--- src/rtl/backprop_pkg.sv ---
// Shared types and constants for the backprop issue-side sequencer.
package backprop_pkg;

  localparam int BP_INDEX_W = 32;

  typedef enum logic [1:0] {
    IDLE     = 2'd0,
    COST     = 2'd1,
    BACKPROP = 2'd2,
    DONE     = 2'd3
  } bp_state_t;

endpackage

--- src/rtl/backprop_position_counter.sv ---
// Nested (layer, row) position counter: row counts up and wraps, layer counts
// down on the row wrap. Load restarts at (LAYERS-1, 0).
module backprop_position_counter
  import backprop_pkg::*;
#(
  parameter int ROWS   = 3,
  parameter int LAYERS = 3
) (
  input  logic                  clk,
  input  logic                  rst_n,
  input  logic                  i_load,
  input  logic                  i_advance,
  output logic [BP_INDEX_W-1:0] o_layer,
  output logic [BP_INDEX_W-1:0] o_row,
  output logic                  o_row_last,
  output logic                  o_last
);

  localparam int ROW_W   = (ROWS > 1) ? $clog2(ROWS) : 1;
  localparam int LAYER_W = (LAYERS > 1) ? $clog2(LAYERS) : 1;
  localparam logic [ROW_W-1:0]   ROW_MAX   = ROW_W'(ROWS - 1);
  localparam logic [LAYER_W-1:0] LAYER_TOP = LAYER_W'(LAYERS - 1);

  logic [ROW_W-1:0]   r_row;
  logic [LAYER_W-1:0] r_layer;
  logic               w_row_last;

  assign w_row_last = (r_row == ROW_MAX);

  always_ff @(posedge clk or negedge rst_n) begin
    if (!rst_n) begin
      r_row   <= '0;
      r_layer <= '0;
    end else if (i_load) begin
      r_row   <= '0;
      r_layer <= LAYER_TOP;
    end else if (i_advance) begin
      if (w_row_last) begin
        r_row   <= '0;
        r_layer <= r_layer - LAYER_W'(1);
      end else begin
        r_row <= r_row + ROW_W'(1);
      end
    end
  end

  assign o_layer    = BP_INDEX_W'(r_layer);
  assign o_row      = BP_INDEX_W'(r_row);
  assign o_row_last = w_row_last;
  assign o_last     = w_row_last && (r_layer == '0);

endmodule

--- src/rtl/backprop_sequencer.sv ---
// Issue-side controller for the backprop pipeline: captures the error vector on
// start, then emits cost beats followed by weight-update beats, last layer first.
//
// state    | meaning
// IDLE     | waiting for start
// COST     | issuing cost-layer beats (layer_count-1, 0..size-1)
// BACKPROP | issuing update beats, layer counting down to 0
// DONE     | first cycle raises done, second cycle returns to IDLE
module backprop_sequencer
  import backprop_pkg::*;
#(
  parameter int SIZE        = 3,
  parameter int DATA_SIZE   = 16,
  parameter int LAYER_COUNT = 3
) (
  input  logic                      clk,
  input  logic                      rst_n,
  input  logic                      start,
  input  logic                      hold,
  input  logic                      abort,
  input  logic [SIZE*DATA_SIZE-1:0] diff_in,
  output logic [BP_INDEX_W-1:0]     w_layer_index,
  output logic [BP_INDEX_W-1:0]     w_row_index,
  output logic                      backprop_cost,
  output logic                      is_cost_layer,
  output logic                      is_update,
  output logic [SIZE*DATA_SIZE-1:0] diff_start,
  output logic                      busy,
  output logic                      done
);

  bp_state_t                 r_state;
  bp_state_t                 w_next_state;
  logic [BP_INDEX_W-1:0]     r_layer_index;
  logic [BP_INDEX_W-1:0]     r_row_index;
  logic                      r_cost;
  logic                      r_update;
  logic                      r_done;
  logic [SIZE*DATA_SIZE-1:0] r_diff_start;

  logic                  w_accept;
  logic                  w_beat;
  logic                  w_cost_beat;
  logic                  w_update_beat;
  logic                  w_load;
  logic [BP_INDEX_W-1:0] w_pos_layer;
  logic [BP_INDEX_W-1:0] w_pos_row;
  logic                  w_pos_row_last;
  logic                  w_pos_last;

  backprop_position_counter #(
    .ROWS   (SIZE),
    .LAYERS (LAYER_COUNT)
  ) u_pos (
    .clk        (clk),
    .rst_n      (rst_n),
    .i_load     (w_load),
    .i_advance  (w_beat),
    .o_layer    (w_pos_layer),
    .o_row      (w_pos_row),
    .o_row_last (w_pos_row_last),
    .o_last     (w_pos_last)
  );

  always_ff @(posedge clk or negedge rst_n) begin
    if (!rst_n) r_state <= IDLE;
    else        r_state <= w_next_state;
  end

  always_comb begin
    w_next_state = r_state;
    if (abort) begin
      w_next_state = IDLE;
    end else begin
      case (r_state)
        IDLE:     if (start) w_next_state = COST;
        COST:     if (!hold && w_pos_row_last) w_next_state = BACKPROP;
        BACKPROP: if (!hold && w_pos_last) w_next_state = DONE;
        DONE:     if (r_done) w_next_state = IDLE;
        default:  w_next_state = IDLE;
      endcase
    end
  end

  // The cost-to-update transition reloads the counter instead of wrapping it.
  always_comb begin
    w_accept      = (r_state == IDLE) && start;
    w_cost_beat   = (r_state == COST) && !hold;
    w_update_beat = (r_state == BACKPROP) && !hold;
    w_beat        = w_cost_beat || w_update_beat;
    w_load        = w_accept || (w_cost_beat && w_pos_row_last);
  end

  always_ff @(posedge clk or negedge rst_n) begin
    if (!rst_n) begin
      r_layer_index <= '0;
      r_row_index   <= '0;
      r_cost        <= 1'b0;
      r_update      <= 1'b0;
      r_done        <= 1'b0;
      r_diff_start  <= '0;
    end else if (abort) begin
      r_layer_index <= '0;
      r_row_index   <= '0;
      r_cost        <= 1'b0;
      r_update      <= 1'b0;
      r_done        <= 1'b0;
      r_diff_start  <= '0;
    end else begin
      r_cost   <= w_cost_beat;
      r_update <= w_update_beat;
      r_done   <= (r_state == DONE) && !r_done;
      if (w_beat) begin
        r_layer_index <= w_pos_layer;
        r_row_index   <= w_pos_row;
      end
      if (w_accept) r_diff_start <= diff_in;
    end
  end

  assign w_layer_index = r_layer_index;
  assign w_row_index   = r_row_index;
  assign backprop_cost = r_cost;
  assign is_cost_layer = r_cost;
  assign is_update     = r_update;
  assign diff_start    = r_diff_start;
  assign done          = r_done;
  assign busy          = (r_state != IDLE);

endmodule

--- config.mk ---
export PLATFORM = sky130hd
export DESIGN_NAME = backprop_sequencer
export DESIGN_NICKNAME = d
export VERILOG_FILES = /design/src/rtl/backprop_pkg.sv /design/src/rtl/backprop_position_counter.sv /design/src/rtl/backprop_sequencer.sv
export SDC_FILE = /design/constraint.sdc
export NUM_CORES = 1
export LEC_CHECK = 0
export ABC_AREA = 1
export BUFFER_PORTS_ARGS = -buffer_cell sky130_fd_sc_hd__buf_2
export CAP_MARGIN = 20
export CORE_MARGIN = 3
export CORE_UTILIZATION = 35
export DETAILED_ROUTE_END_ITERATION = 6
export PLACE_DENSITY_LB_ADDON = 0.1
export SLEW_MARGIN = 10
export SYNTH_ARGS = -nofsm -noshare
export SYNTH_HDL_FRONTEND = slang
export SYNTH_SLANG_ARGS = --single-unit
--- constraint.sdc ---
create_clock -name clk -period 1.8 [get_ports clk]
set_input_delay 0.36 -clock clk [delete_from_list [all_inputs] [get_ports clk]]
set_output_delay 0.36 -clock clk [all_outputs]
set_load 0.1 [all_outputs]
# Word-level counts from Yosys, hierarchy flattened
# Index checks and enable logic that the tools add are counted.
dict set report classes {
  mux 21
  eq_ne 8
  n_reduce_logical 21
  add_sub_neg 2
}
# cell n
set ops {}
lappend ops {{$mux W32} 4}
lappend ops {{$mux W48} 2}
lappend ops {{$mux W2} 11}
lappend ops {{$ne A3 B3 Y1 const B} 4}
lappend ops {{$reduce_bool A2 Y1} 5}
lappend ops {{$logic_and A1 B1 Y1} 8}
lappend ops {{$pmux W2 S4} 1}
lappend ops {{$eq A2 B2 Y1 const B} 3}
lappend ops {{$logic_not A2 Y1} 2}
lappend ops {{$reduce_and A4 Y1} 1}
lappend ops {{$mux W1} 3}
lappend ops {{$add A2 B1 Y2 const B} 1}
lappend ops {{$eq A2 B1 Y1 const B} 1}
lappend ops {{$logic_not A1 Y1} 2}
lappend ops {{$logic_or A1 B1 Y1} 2}
lappend ops {{$reduce_and A2 Y1} 1}
lappend ops {{$sub A2 B1 Y2 const B} 1}
dict set report word_totals {
  word_cells 61
  register_bits 121
  in_bits 53
}

# Longest topological paths before layout
dict set report logic_depth {
  depth_word 6
  ltp_mapped 10
  mapped_depth_nobuf 10
}

# Modules after synthesis
# A second synthesis with hierarchy kept.
dict set report hier_totals {
  cells_unflattened 627
  area_unflattened_um2 5770.5
}
# mod n_inst seq_area_each_um2 area_per_inst_um2 cells_per_inst
set modules_own_cells {}
lappend modules_own_cells {backprop_sequencer 1 2927.8 5092.4 535}
lappend modules_own_cells {backprop_position_counter 1 100.1 678.2 92}

# Worst setup path before layout
# Ideal clock, no wire load.
dict set report synth_path {
  kind {register to register}
  from {register r_state[0]}
  to {register r_state[1]}
  synth_period_minus_slack_ns 1.815
  stages_incl_launch_ff 9
  arrival_time_ns 1.698
  n_path_buf 0
  setup_ns 0.117
  path_slack_ns -0.015
  path_cell_list {dfrtp_1 -> inv_1 -> ha_1 -> inv_1 -> nor2_1 -> nor2_1 -> nand2_1 -> nor2_1 -> nor2_1}
}
dict set report synth_between {
  elab_chain_len 3
}
# item line_no
set synth_lines {}
lappend synth_lines {{start, declared} backprop_sequencer.sv:32} ;# bp_state_t r_state;
lappend synth_lines {{start signal, assigned} backprop_sequencer.sv:67} ;# else r_state <= w_next_state;
lappend synth_lines {{$eq A2 B2 Y1, or another cell as far along} backprop_sequencer.sv:75} ;# case (r_state)
lappend synth_lines {{$ne A3 B3 Y1 (no source line) / $pmux W2 S4 (equally long branches)} --}
lappend synth_lines {{$reduce_and A4 Y1 (no source line) / $mux W2 (equally long branches)} --}
# Several ways; a longest one is shown, not always the timed one.
# A chain may end at the register's enable or synchronous reset.

# Worst setup path after layout
dict set report layout_path {
  from {register r_state[0]}
  to {output port busy}
}
dict set report layout_between {
  elab_chain_len 1
}
# item line_no
set layout_lines {}
lappend layout_lines {{$reduce_bool A2 Y1} backprop_sequencer.sv:128} ;# assign busy = (r_state != IDLE);
lappend layout_lines {{end, declared} backprop_sequencer.sv:28} ;# output logic busy,
# Every way passes these cells.

==> impl_metrics.toml <==
[synth]
synth_top_family_by_area = "simple AND/OR/NAND/NOR gates"
synthTopCellsByArea = "dfrtp_1, buf_4, nand2_1, nand3_1, a21oi_1"
ys_seq_area_share_pct = 49.8
synth_cell_types = 18
netlist_area_sq_um = 3070
yosysTopAreaCell = "dfrtp_1"
syn_inst = 354
synth-simple-area-share_pct = 22.6
synth_mux_area_share_pct = 0
synth_top_area_share_pct = 49.8
synth-adder-area-share_pct = 2.04
synth_xor_area_share_pct = 0
synth_compound_area_share_pct = 5.06
syn_avg_cell_area_sq_um = 8.66
ys_ff_latch = 61
yosys_warnings = 0

[clock_network]
cts.sinks = 61
clock_path_buffers = 2
clk_latency_ns = 0.34
path_clk_slew_ns = 0.07
htree_num_levels = 3
clockRootBuffer = "clkbuf_8"
postCtsSetupRepairBufs = 0
tritoncts.num_buffers = 9
cts_tree = "done"

[critical_path]
worstPathRequired_ns = 1.44
worstPathArrival_ns = 1.36
r2r_setup_slack_ns = 0.33
worstSetupEndpoint = "busy"
critPathSlowestCell = "dfrtp_1"
cp-startpoint = "r_state[0]"
regToRegStartpoint = "r_state[0]"
start_kind = "flip-flop"
max_stage_delay_ns = 0.41
cp_cell_sequence = "inv_1, ha_2, clkinvlp_4, buf_12"
cp_max_fo = 4
critPathCaptureType = "output port"
critPathKind = "reg -> out"
r2r_end = "diff_start[26]"
r2r_cells = 7

[final_layout]
antenna_cells = 0
final_util_pct = 44.3
drive_above_1_share_pct = 29.0
fin_nets = 518
area_growth_pct = 20.4

[drt]
drt_iter0_markers = 91
vias = 2493
post_drt_via_cell_ratio = 4.37
drt_first_pass_iters = 4
wl_per_cell_um = 12.5
drc = 0
wirelength_um = 7130
ant_nets = 0

[place]
routabilityCongestion = 0.744
dp_hpwl_um = 4870
dpl_worst_slack_ns = 0.279
portBuffers = 109

[status]
status = "finished, final reports clean"

[sta]
fin_crit_sh_pct = 95.3
setup_tns_ns = 0
fin_skew_ns = 0.00799
final.setup.worst_slack_ns = 0.0844
holdWs_ns = 0.0182
slew_violations = 0
layout_min_cycle_time_ns = 1.72
rsz0062_at_grt = "no"
final-hold-violation-count = 0
max_freq_ghz = 0.583
setup_viol = 0

[global_routing]
grt_antenna_before_repair = 0
grt_pass1_vias = 2385
grt_overflow = 0
grt_pass1_wl_um = 11400
grt_start_max_net_pins = 62
grt_usage_pct = 14.6

[pwr]
power_mw = 6.49
powerDensity_nw_per_um2 = 1760
vdd_drop_max_uv = 548
leakage_nw = 2.16

[floorplan]
dieArea_sq_um = 9920
core_sq_um = 8340
top_level_ports = 170
initial_utilization_pct = 36.8
std_cell_rows = 33
die_w_um = 99.6
die_h_um = 99.6

[job]
maxCapViolCount = 0

[min_path]
hold_path_class = "in -> async"
area by class of cell:
class / count / area [sq um]
inverter: 13 / 52.6
clock inverter: 4 / 47.5
timing repair buffer: 116 / 651
multi-input combinational: 259 / 1140
tap: 105 / 131
sequential: 61 / 1530
fill: 857 / 4650
clock buffer: 12 / 145
cell families after synthesis:
kind of cell,after synthesis
buffers and inverters,93
and+or+nand+nor,163
AOI/OAI and AO/OA,31
DFF,61
other,1
adders and majority gates,5
how the worst min path moves through the flow:
stage / from / endpoint / slack, ns / depth (start not counted)
final: rst_n / diff_start[14] / 0.02 / 2
after floorplan: rst_n / backprop_cost / 0.06 / 0
after detailed placement: rst_n / diff_start[14] / 0.40 / 2
after global placement: rst_n / diff_start[14] / 0.40 / 2
after CTS: rst_n / diff_start[14] / 0.03 / 2
after global routing: rst_n / diff_start[6] / 0.04 / 2
cells in the final DEF (no fill, tap or decap), types with 4 or more instances in the layout:
master,netlist,layout
o21ai_0,5,5
ha_1,5,4
buf_2,10,108
conb_1,1,60
dfrtp_1,61,61
nand2_1,91,91
nor2_1,10,10
nand3_1,59,59
inv_1,11,10
clkbuf_8,0,10
buf_4,64,4
buf_12,0,4
a21oi_1,26,26
worst max-delay path: cells and delay by family, from the launching register on:
family / cells / cell delay, ns
adder cells (fa/ha/maj): 1 / 0.22
buffers and inverters: 3 / 0.39
flip-flops: 1 / 0.41
where the power goes:
part           leakage, nW  switching, mW  internal [mW]
clock               0.0964          0.531          0.674
sequential           0.820          0.134           1.62
combinational         1.25           2.95          0.571
routing by layer:
| layer | up-vias | track usage, % | wire (um) |
|---|---|---|---|
| li1 | 1225 | - | - |
| met1 | 1152 | 18.5 | 3140 |
| met2 | 105 | 22.8 | 3250 |
| met3 | 11 | 4.56 | 617 |
| met4 | 0 | 6.62 | 123 |
| met5 | - | 0 | 0 |
metrics by stage:
stage                     std cells  instance area (sq um)
final                           570                   3690
after global routing            570                   3690
after CTS                       570                   3690
after detailed placement        554                   3500
after global placement          554                   3500
after floorplan                 413                   3290
Yosys cell counts:
library cell and count:
a21oi_1 26, buf_1 2, buf_2 10, buf_4 64
buf_6 3, clkbuf_1 1, conb_1 1, dfrtp_1 61
ha_1 5, inv_1 11, inv_2 2, nand2_1 91
nand2_2 1, nand3_1 59, nand4_1 1, nor2_1 10
o21ai_0 5, or2_1 1
state kept, by name, indices dropped and copies added (netlist names):
name           cells
done               1
is_update          1
u_pos.r_row        2
w_layer_index      2
w_row_index        2
backprop_cost      1
diff_start        48
r_state            2
u_pos.r_layer      2
what timing repair did:
action                                  CTS  global route
hold buffers                              0             0
endpoints found under the setup margin    0             1
gates resized for setup                   0             1
(Power assumes the default switching activity.)
